File: src/rtl/hex_segment_reader_pkg.sv
// Shared types for the seven-segment readback path.
// Segment patterns are active-high, bit order g..a.
package hex_segment_reader_pkg;

  typedef logic [6:0] seg_t;

  typedef enum logic [1:0] {
    IDLE,
    SETTLE,
    HOLD
  } state_t;

  localparam seg_t BLANK = 7'h00;
  localparam seg_t SEG_0 = 7'h3F;
  localparam seg_t SEG_1 = 7'h06;
  localparam seg_t SEG_2 = 7'h5B;
  localparam seg_t SEG_3 = 7'h4F;
  localparam seg_t SEG_4 = 7'h66;
  localparam seg_t SEG_5 = 7'h6D;
  localparam seg_t SEG_6 = 7'h7D;
  localparam seg_t SEG_7 = 7'h07;
  localparam seg_t SEG_8 = 7'h7F;
  localparam seg_t SEG_9 = 7'h6F;
  localparam seg_t SEG_A = 7'h77;
  localparam seg_t SEG_B = 7'h7C;
  localparam seg_t SEG_C = 7'h39;
  localparam seg_t SEG_D = 7'h5E;
  localparam seg_t SEG_E = 7'h79;
  localparam seg_t SEG_F = 7'h71;

endpackage

File: src/rtl/hex_segment_reader_if.sv
// Segment input plus decoded-digit valid/ready bundle.
// master = reader side, slave = bus driver / consumer side.
interface hex_segment_reader_if;
  import hex_segment_reader_pkg::*;

  seg_t       seg_n;
  logic [3:0] digit;
  logic       valid;
  logic       ready;
  logic       err;
  logic [7:0] err_count;

  modport master (
    input  seg_n, ready,
    output digit, valid, err, err_count
  );

  modport slave (
    output seg_n, ready,
    input  digit, valid, err, err_count
  );
endinterface

File: src/rtl/hex_segment_reader_seg_pattern_decode.sv
// Combinational segment pattern to hex digit classifier.
// Shared with the display-driver side for self-check.
module seg_pattern_decode
  import hex_segment_reader_pkg::*;
(
  input  seg_t       pat,
  output logic       is_digit,
  output logic       is_blank,
  output logic [3:0] value
);

  always_comb begin
    is_digit = 1'b1;
    is_blank = 1'b0;
    value    = 4'h0;
    unique case (pat)
      SEG_0: value = 4'h0;
      SEG_1: value = 4'h1;
      SEG_2: value = 4'h2;
      SEG_3: value = 4'h3;
      SEG_4: value = 4'h4;
      SEG_5: value = 4'h5;
      SEG_6: value = 4'h6;
      SEG_7: value = 4'h7;
      SEG_8: value = 4'h8;
      SEG_9: value = 4'h9;
      SEG_A: value = 4'hA;
      SEG_B: value = 4'hB;
      SEG_C: value = 4'hC;
      SEG_D: value = 4'hD;
      SEG_E: value = 4'hE;
      SEG_F: value = 4'hF;
      BLANK: begin
        is_digit = 1'b0;
        is_blank = 1'b1;
      end
      default: is_digit = 1'b0;
    endcase
  end

endmodule

File: src/rtl/hex_segment_reader.sv
// Stable-pattern seven-segment reader with valid/ready output.
// HEX_SEGMENT_READER_ERRCNT_EN builds the saturating err_count.
module hex_segment_reader
  import hex_segment_reader_pkg::*;
#(
  parameter int unsigned STABLE_CYCLES = 4
) (
  input logic clk,
  input logic rst_n,
  hex_segment_reader_if.master bus
);

  localparam logic [7:0] LIM = 8'(STABLE_CYCLES);

  seg_t       sync1_n;
  seg_t       sync2_n;
  seg_t       s;
  seg_t       last;
  seg_t       cand;
  logic [7:0] cnt;
  state_t     state;
  logic [3:0] digit_q;
  logic       valid_q;
  logic       err_q;
  logic       is_digit;
  logic       is_blank;
  logic [3:0] value;

  // Resetting to all-ones keeps the synced view blank.
  always_ff @(posedge clk or negedge rst_n) begin
    if (!rst_n) begin
      sync1_n <= '1;
      sync2_n <= '1;
    end else begin
      sync1_n <= bus.seg_n;
      sync2_n <= sync1_n;
    end
  end

  assign s = ~sync2_n;

  seg_pattern_decode u_dec (
    .pat      (cand),
    .is_digit (is_digit),
    .is_blank (is_blank),
    .value    (value)
  );

  always_ff @(posedge clk or negedge rst_n) begin
    if (!rst_n) begin
      state   <= IDLE;
      last    <= BLANK;
      cand    <= BLANK;
      cnt     <= '0;
      digit_q <= '0;
      valid_q <= 1'b0;
      err_q   <= 1'b0;
    end else begin
      err_q <= 1'b0;
      unique case (state)
        IDLE: begin
          if (s != last) begin
            cand  <= s;
            cnt   <= 8'd1;
            state <= SETTLE;
          end
        end
        SETTLE: begin
          if (s == last) begin
            state <= IDLE;
          end else if (s != cand) begin
            cand <= s;
            cnt  <= 8'd1;
          end else if (cnt == LIM) begin
            last  <= cand;
            state <= IDLE;
            if (is_digit) begin
              digit_q <= value;
              valid_q <= 1'b1;
              state   <= HOLD;
            end else if (!is_blank) begin
              err_q <= 1'b1;
            end
          end else begin
            cnt <= cnt + 8'd1;
          end
        end
        HOLD: begin
          if (bus.ready) begin
            valid_q <= 1'b0;
            state   <= IDLE;
          end
        end
        default: state <= IDLE;
      endcase
    end
  end

  assign bus.digit = digit_q;
  assign bus.valid = valid_q;
  assign bus.err   = err_q;

`ifdef HEX_SEGMENT_READER_ERRCNT_EN
  logic [7:0] ecnt;

  always_ff @(posedge clk or negedge rst_n) begin
    if (!rst_n) begin
      ecnt <= '0;
    end else if (err_q && ecnt != 8'hFF) begin
      ecnt <= ecnt + 8'd1;
    end
  end

  assign bus.err_count = ecnt;
`else
  assign bus.err_count = '0;
`endif

endmodule

File: src/flat_wrapper.sv
// flat-port wrapper written by rule: the top's interface ports become plain ports
module hex_segment_reader_flat import hex_segment_reader_pkg::*;
#(
  parameter int unsigned STABLE_CYCLES = 4
)
  (clk, rst_n, bus_seg_n, bus_ready, bus_digit, bus_valid, bus_err, bus_err_count);
  hex_segment_reader_if bus_i ();
  input logic clk;
  input logic rst_n;
  input wire logic [$bits(bus_i.seg_n)-1:0] bus_seg_n;
  input wire logic [$bits(bus_i.ready)-1:0] bus_ready;
  output wire logic [$bits(bus_i.digit)-1:0] bus_digit;
  output wire logic [$bits(bus_i.valid)-1:0] bus_valid;
  output wire logic [$bits(bus_i.err)-1:0] bus_err;
  output wire logic [$bits(bus_i.err_count)-1:0] bus_err_count;
  assign bus_i.seg_n = bus_seg_n;
  assign bus_i.ready = bus_ready;
  assign bus_digit = bus_i.digit;
  assign bus_valid = bus_i.valid;
  assign bus_err = bus_i.err;
  assign bus_err_count = bus_i.err_count;
  hex_segment_reader #(.STABLE_CYCLES(STABLE_CYCLES)) u_core (.clk(clk), .rst_n(rst_n), .bus(bus_i));
endmodule
File: config.mk
export PLATFORM = sky130hd
export DESIGN_NAME = hex_segment_reader_flat
export DESIGN_NICKNAME = d
export VERILOG_FILES = /design/src/rtl/hex_segment_reader_pkg.sv /design/src/rtl/hex_segment_reader_if.sv /design/src/rtl/hex_segment_reader_seg_pattern_decode.sv /design/src/rtl/hex_segment_reader.sv /design/src/flat_wrapper.sv
export SDC_FILE = /design/constraint.sdc
export NUM_CORES = 1
export LEC_CHECK = 0
export ABC_AREA = 1
export BUFFER_PORTS_ARGS = -buffer_cell sky130_fd_sc_hd__buf_4
export CAP_MARGIN = 15
export CORE_MARGIN = 1
export CORE_UTILIZATION = 55
export CTS_BUF_LIST = sky130_fd_sc_hd__clkbuf_16
export DETAILED_ROUTE_END_ITERATION = 12
export PLACE_DENSITY = 0.72
export SYNTH_ARGS = -nofsm -noshare
export SYNTH_HDL_FRONTEND = slang
export SYNTH_SLANG_ARGS = --single-unit
File: constraint.sdc
create_clock -name clk -period 2.2 [get_ports clk]
set_input_delay 0.11 -clock clk [delete_from_list [all_inputs] [get_ports clk]]
set_output_delay 0.11 -clock clk [all_outputs]
set_load 0.05 [all_outputs]
==> results_dict.tcl, run 1 <==
set metrics [dict create \
    fin_crit_ns 1.942 \
    synth_top_family_by_area "simple AND/OR/NAND/NOR gates" \
    whs_ns -0.00006917 \
    initial_core_util 0.5853 \
    pwr-share-seq 0.481 \
    grt_util_met1 0.3093 \
    wire_per_inst_um 11.18 \
    hpwlAfterDp_um 3153 \
    cp.depth 9 \
    tightest_slew_ns 0.5491 \
    drt_iter0_markers 123 \
    synthMuxAreaShare 0 \
    syn_to_final_growth_pct 14.49 \
    first_pass_iters 4 \
    cts_buffer_depth 2 \
    seq_area_frac_synth 0.4644 \
    synth_area_per_cell_um2 7.503 \
    synth_area_leader_cell "dfrtp_1" \
    p_int_w 0.001377 \
    p_sw_frac 0.2380 \
    gr-total-overflow 0 \
    yosys.area.top_type_share 0.3117 \
    power_switching_w 0.0004301 \
    antenna-diode-count 0 \
    skew_ns 0.004469 \
    crit_type "reg2reg" \
    gr-usage-met3 0.04500 \
    yosys_warnings 0 \
    gp_congestion 0.8491 \
    synth_fa_ha_area_frac 0.01039 \
    grt_pass1_vias 1671 \
    nets 357 \
    clock-sinks 44 \
    cpLargestDelayFamily "compound AO/OA/AOI/OAI gates" \
    cp_data_required_time_ns 2.33 \
    synth.distinct_cells 33 \
    synth_flop_cell "dfrtp_1" \
    status "finished with violations" \
    dieArea_mm2 0.004648 \
    setup_viol 0 \
    rows 23 \
    drive_gt1_frac 0.1503 \
    htree_levels 2 \
    yosys.area_share.xor_xnor 0.02182 \
    fmax_ghz 0.5149 \
    track_usage 0.2192 \
    synth_edf_count 0 \
    p_clk_frac 0.428 \
    comb_power_share 0.091 \
    setup.worst_path.end_class "register" \
    reg2reg_slack_ns 0.26 \
    io_pins 24 \
    cpPeakStageDelay_ns 0.54 \
    cap_viol_max_count 0 \
    rsz0062_at_grt "false" \
    drv_slew 0 \
    worst_ep_arrival_time_ns 2.08 \
    die_x_um 68.18 \
    synthSimpleGateAreaFrac 0.3590 \
    clk_latency_ns 0.28 \
    dp_cells 380 \
    r2r_cells 9 \
    grt_use_met2 0.3309 \
    clk_pin_slew_ns 0.06 \
    synth-seq-cells 44 \
    n_fill_cell 362 \
    fin_ws_ns 0.2580 \
    finalNonFillerCells 396 \
    worst-path-buf-inv 1 \
    drt_wl_total_um 4428 \
    fin_tns_setup_ns 0 \
    maxSlewHeadroom 0.6339 \
    dp_slack_ns 0.3098 \
    cts_tree "done" \
    cp_common_cell "nand2_1" \
    ir_drop_uv 509.2 \
    failed_checks "negative hold slack" \
    path_cells "inv_1, nand2_1, nand2_1, nand2_1, nor2_1, nand2_1, nand2_1, a21oi_2, o21ai_0" \
    via_per_inst 4.909 \
    root_buffer "clkbuf_16" \
    cp-start-kind "register" \
    holdPathStages 2 \
    power_w 0.001807 \
    fin_crit_sh 0.8827 \
    synth_area_mm2 0.002409 \
    crit_path_max_fanout 14 \
    fp.dieH_um 68.18 \
    hold_path_class "in2reg" \
    powerDensity_mw_per_mm2 655.4 \
    syn_inst 321 \
    cts_buffers 5 \
    antenna_found_initial 0 \
    synth.most_common_cell "nand2_1" \
    multi_input_area_mm2 0.001090 \
    num_vias 1944 \
    grt_pass1_wl_um 7403 \
    grt_max_degree 45 \
    finalHoldViolations 1 \
    synth_compound_area_frac 0.04883 \
    top_usage_layer "met2" \
    ys_top_cells_by_count "nand2_1 (124), nor2_1 (35), inv_1 (31), dfrtp_1 (30), nand3_1 (19)" \
    async_flop_share 1.000 \
    critical-path-slowest-cell "dfstp_2" \
    p_leak_nw 1.488 \
    synth.area.top_cells "dfrtp_1 (31%), nand2_1 (19%), dfstp_2 (15%)" \
    coreArea_mm2 0.004115 \
    drc_errors 0 \
    placement.io_buffers 15 \
    antenna_left 0 \
    seq_area_mm2 0.001119 \
]
-- cell usage in the layout, fill, tap and decap left out, types with 2 or more instances in the layout --
cell           count
nor3_1             6
dfstp_2           14
dfrtp_1           30
clkbuf_16          6
o21ai_0            9
conb_1             8
nand2_1          124
inv_2              4
ha_1               2
o21ai_1            5
nand3_1           19
buf_4             15
inv_1             32
nand4_1            4
nor2_8             2
xnor2_1            2
dlygate4sd3_1      8
xor2_1             4
nand2_2            3
nor2_1            35
-- registers in the layout (all words and copies together), names as in the netlist --
signal / count
u_core.bus.err: 1
u_core.sync2_n: 7
u_core.bus.valid: 1
u_core.last: 7
u_core.sync1_n: 7
u_core.state: 2
u_core.cnt: 8
u_core.cand: 7
u_core.bus.digit: 4
-- stage by stage --
step	instance area, um2	utilization
2_1_floorplan	2435	-
3_3_place_gp	2519	0.6120
3_5_place_dp	2519	0.6120
4_1_cts	2758	0.6701
5_1_grt	2758	0.6701
6_report	2758	0.6701
-- per-layer routing --
metal / routed length [um] / up-vias / part of all wire
met5: 0 / - / 0
li1: - / 1021 / -
met1: 2303 / 875 / 0.52
met3: 183 / 6 / 0.041
met4: 66 / 0 / 0.015
met2: 1875 / 42 / 0.42
-- what timing repair did --
| item | in CTS | in global routing |
|---|---|---|
| endpoints found under the hold margin | 37 | 0 |
| gates resized for setup | 0 | 0 |
| setup buffers | 0 | 0 |
| hold buffers | 8 | 0 |
-- power by group through the flow --
stage,clock network (W),logic [W],registers (W)
after floorplan,0,0.000123,0.000876
after global placement,0,0.000151,0.000882
after detailed placement,0,0.000153,0.000883
after CTS,0.000793,0.000165,0.000869
after global routing,0.000823,0.000185,0.000874
final,0.000774,0.000164,0.000869
-- layout make-up --
class | count | share of cell area
sequential | 44 | 0.4056
inverter | 36 | 0.04900
timing repair buffer | 23 | 0.06987
clock inverter | 2 | 0.003176
tap | 50 | 0.02269
multi-input combinational | 235 | 0.3952
clock buffer | 6 | 0.05445
-- cell families (layout without fill, tap and decap cells) --
logic type	Yosys count	after routing
AOI/OAI and AO/OA	19	19
buffers and inverters	49	67
other	1	8
xor gates and xnor gates	6	6
DFF	44	44
and+or+nand+nor	200	200
adders and majority gates	2	2
-- path summary, 6_finish.rpt --
| kind | start | end |
|---|---|---|
| worst max register to register | u_core.sync2_n[5]$_DFF_PN1_ | u_core.cand[3]$_DFFE_PN0P_ |
| worst min register to register | u_core.sync1_n[5]$_DFF_PN1_ | u_core.sync2_n[5]$_DFF_PN1_ |
| worst min-delay path | bus_ready | u_core.state[1]$_DFFE_PN0P_ |
| worst max-delay path | u_core.sync2_n[5]$_DFF_PN1_ | u_core.cand[3]$_DFFE_PN0P_ |
| min in group asynchronous | rst_n | u_core.cand[6]$_DFFE_PN0P_ |
| max in group asynchronous | rst_n | u_core.sync2_n[0]$_DFF_PN1_ |
(Power assumes the default switching activity.)
==> run 2: changes to the inputs <==
- BUFFER_PORTS_ARGS: -buffer_cell sky130_fd_sc_hd__buf_4 -> default
- CORE_ASPECT_RATIO: default -> 2
- DONT_BUFFER_PORTS: default -> 1
- PLACE_DENSITY: 0.72 -> 0.67
==> results_dict.tcl, run 2 (same netlist as run 1, synthesis figures left out) <==
set metrics [dict create \
    fin_util 0.6542 \
    largest_reg_flops 8 \
    hold_path_class "in2reg" \
    cts_buffers 5 \
    layout_commonest_cell "nand2_1" \
    fin_tns_setup_ns 0 \
    clk_latency_ns 0.28 \
    skew_ns 0.004450 \
    grt_pass1_wl_um 8404 \
    root_buffer "clkbuf_16" \
    rows 33 \
    cts_buffer_depth 2 \
    setup_viol 0 \
    fp.dieH_um 95.59 \
    regMostFlops "u_core.cnt" \
    status "finished, final reports clean" \
    htree_levels 2 \
    layout_common_cells "nand2_1 (124), nor2_1 (35), inv_1 (31)" \
    power_w 0.001844 \
    fmax_ghz 0.5342 \
    dp_cells 368 \
    cap_viol_max_count 0 \
    via_per_inst 4.984 \
    ir_drop_uv 692.4 \
    drc_errors 0 \
    grt_pass1_vias 1948 \
    grt_max_degree 45 \
    whs_ns 0.01507 \
    antenna_found_initial 0 \
    clk_pin_slew_ns 0.06 \
    track_usage 0.2403 \
    gr-total-overflow 0 \
    antenna-diode-count 0 \
    cp_data_required_time_ns 2.37 \
    hpwlAfterDp_um 3593 \
    finalNonFillerCells 386 \
    coreArea_mm2 0.004129 \
    antenna_left 0 \
    placement.io_buffers 0 \
    drv_slew 0 \
    drt_wl_total_um 4972 \
    worst_ep_arrival_time_ns 2.05 \
    syn_to_final_growth_pct 12.16 \
    gp_congestion 0.7957 \
    num_vias 1924 \
    dieArea_mm2 0.004664 \
    clock-sinks 44 \
    initial_core_util 0.5833 \
    cp-start-kind "register" \
    drive_gt1_frac 0.1198 \
    powerDensity_mw_per_mm2 682.6 \
    cts_tree "done" \
    setup.worst_path.end_class "register" \
    crit_type "reg2reg" \
    io_pins 24 \
    wire_per_inst_um 12.88 \
    rsz0062_at_grt "false" \
    fin_crit_ns 1.872 \
    fin_crit_sh 0.8508 \
    first_pass_iters 6 \
    p_leak_nw 1.433 \
    finalHoldViolations 0 \
    reg2reg_slack_ns 0.33 \
    die_x_um 48.80 \
    cp_common_cell "nand2_1" \
    nets 345 \
    drt_iter0_markers 32 \
    cpPeakStageDelay_ns 0.51 \
    crit_path_max_fanout 8 \
    path_cells "inv_1, nor2_1, nand3_1, nand3_1, nor2_1, nand2_1, nand2_2, nand2_1, nand2_1" \
    critical-path-slowest-cell "dfrtp_1" \
]
-- run 2: routing by layer --
| layer | global-route usage | part of all wire | up-vias |
|---|---|---|---|
| li1 | - | - | 995 |
| met1 | 0.2438 | 0.42 | 899 |
| met2 | 0.4618 | 0.54 | 22 |
| met3 | 0.03509 | 0.013 | 8 |
| met4 | 0.1275 | 0.024 | 0 |
| met5 | 0 | 0 | - |
-- run 2: critical path: cells and delay by family, from the launching register on --
kind / cells / cell delay (ns)
simple gates: 8 / 1.10
buf+inv: 1 / 0.15
flops: 1 / 0.51
-- run 2: path summary, 6_finish.rpt --
path                                                  start                              end  cells past startpoint
worst max-delay path             u_core.cand[6]$_DFFE_PN0P_  u_core.bus.digit[1]$_DFFE_PN0P_                      9
worst min-delay path                              bus_ready     u_core.bus.valid$_DFFE_PN0P_                      3
worst max register to register   u_core.cand[6]$_DFFE_PN0P_  u_core.bus.digit[1]$_DFFE_PN0P_                      9
worst min register to register  u_core.sync1_n[1]$_DFF_PN1_      u_core.sync2_n[1]$_DFF_PN1_                      0
max in group asynchronous                             rst_n      u_core.sync1_n[1]$_DFF_PN1_                      2
min in group asynchronous                             rst_n       u_core.cand[6]$_DFFE_PN0P_                      2
-- run 2: stage by stage --
step	worst slack, ns	area (um2)
2_1_floorplan	0.6142	2435
3_3_place_gp	0.3138	2416
3_5_place_dp	0.3651	2416
4_1_cts	0.3117	2701
5_1_grt	0.09781	2701
6_report	0.3282	2701
-- run 2: layout make-up --
class                           instances  area [um2]
Clock buffer                            6       150.1
Clock inverter                          2       17.52
Fill cell                             363        1428
Inverter                               36       135.1
Multi-Input combinational cell        235        1090
Sequential cell                        44        1119
Tap cell                               52       65.06
Timing Repair Buffer                   11       125.1
-- run 2: power breakdown --
group	switching, W	total (W)	internal, W	leakage, nW
combinational	0.000108	0.000154	0.0000462	0.812
clock	0.000321	0.000814	0.000494	0.0822
sequential	0.0000329	0.000876	0.000843	0.539
total	0.000461	0.00184	0.00138	1.43
-- run 2: timing repair --
action | 4_1_cts | 5_1_grt
hold buffers | 10 | 0
setup buffers | 0 | 0
resized for setup | 0 | 0
hold endpoints to repair | 52 | 0
setup endpoints to repair | 0 | 0
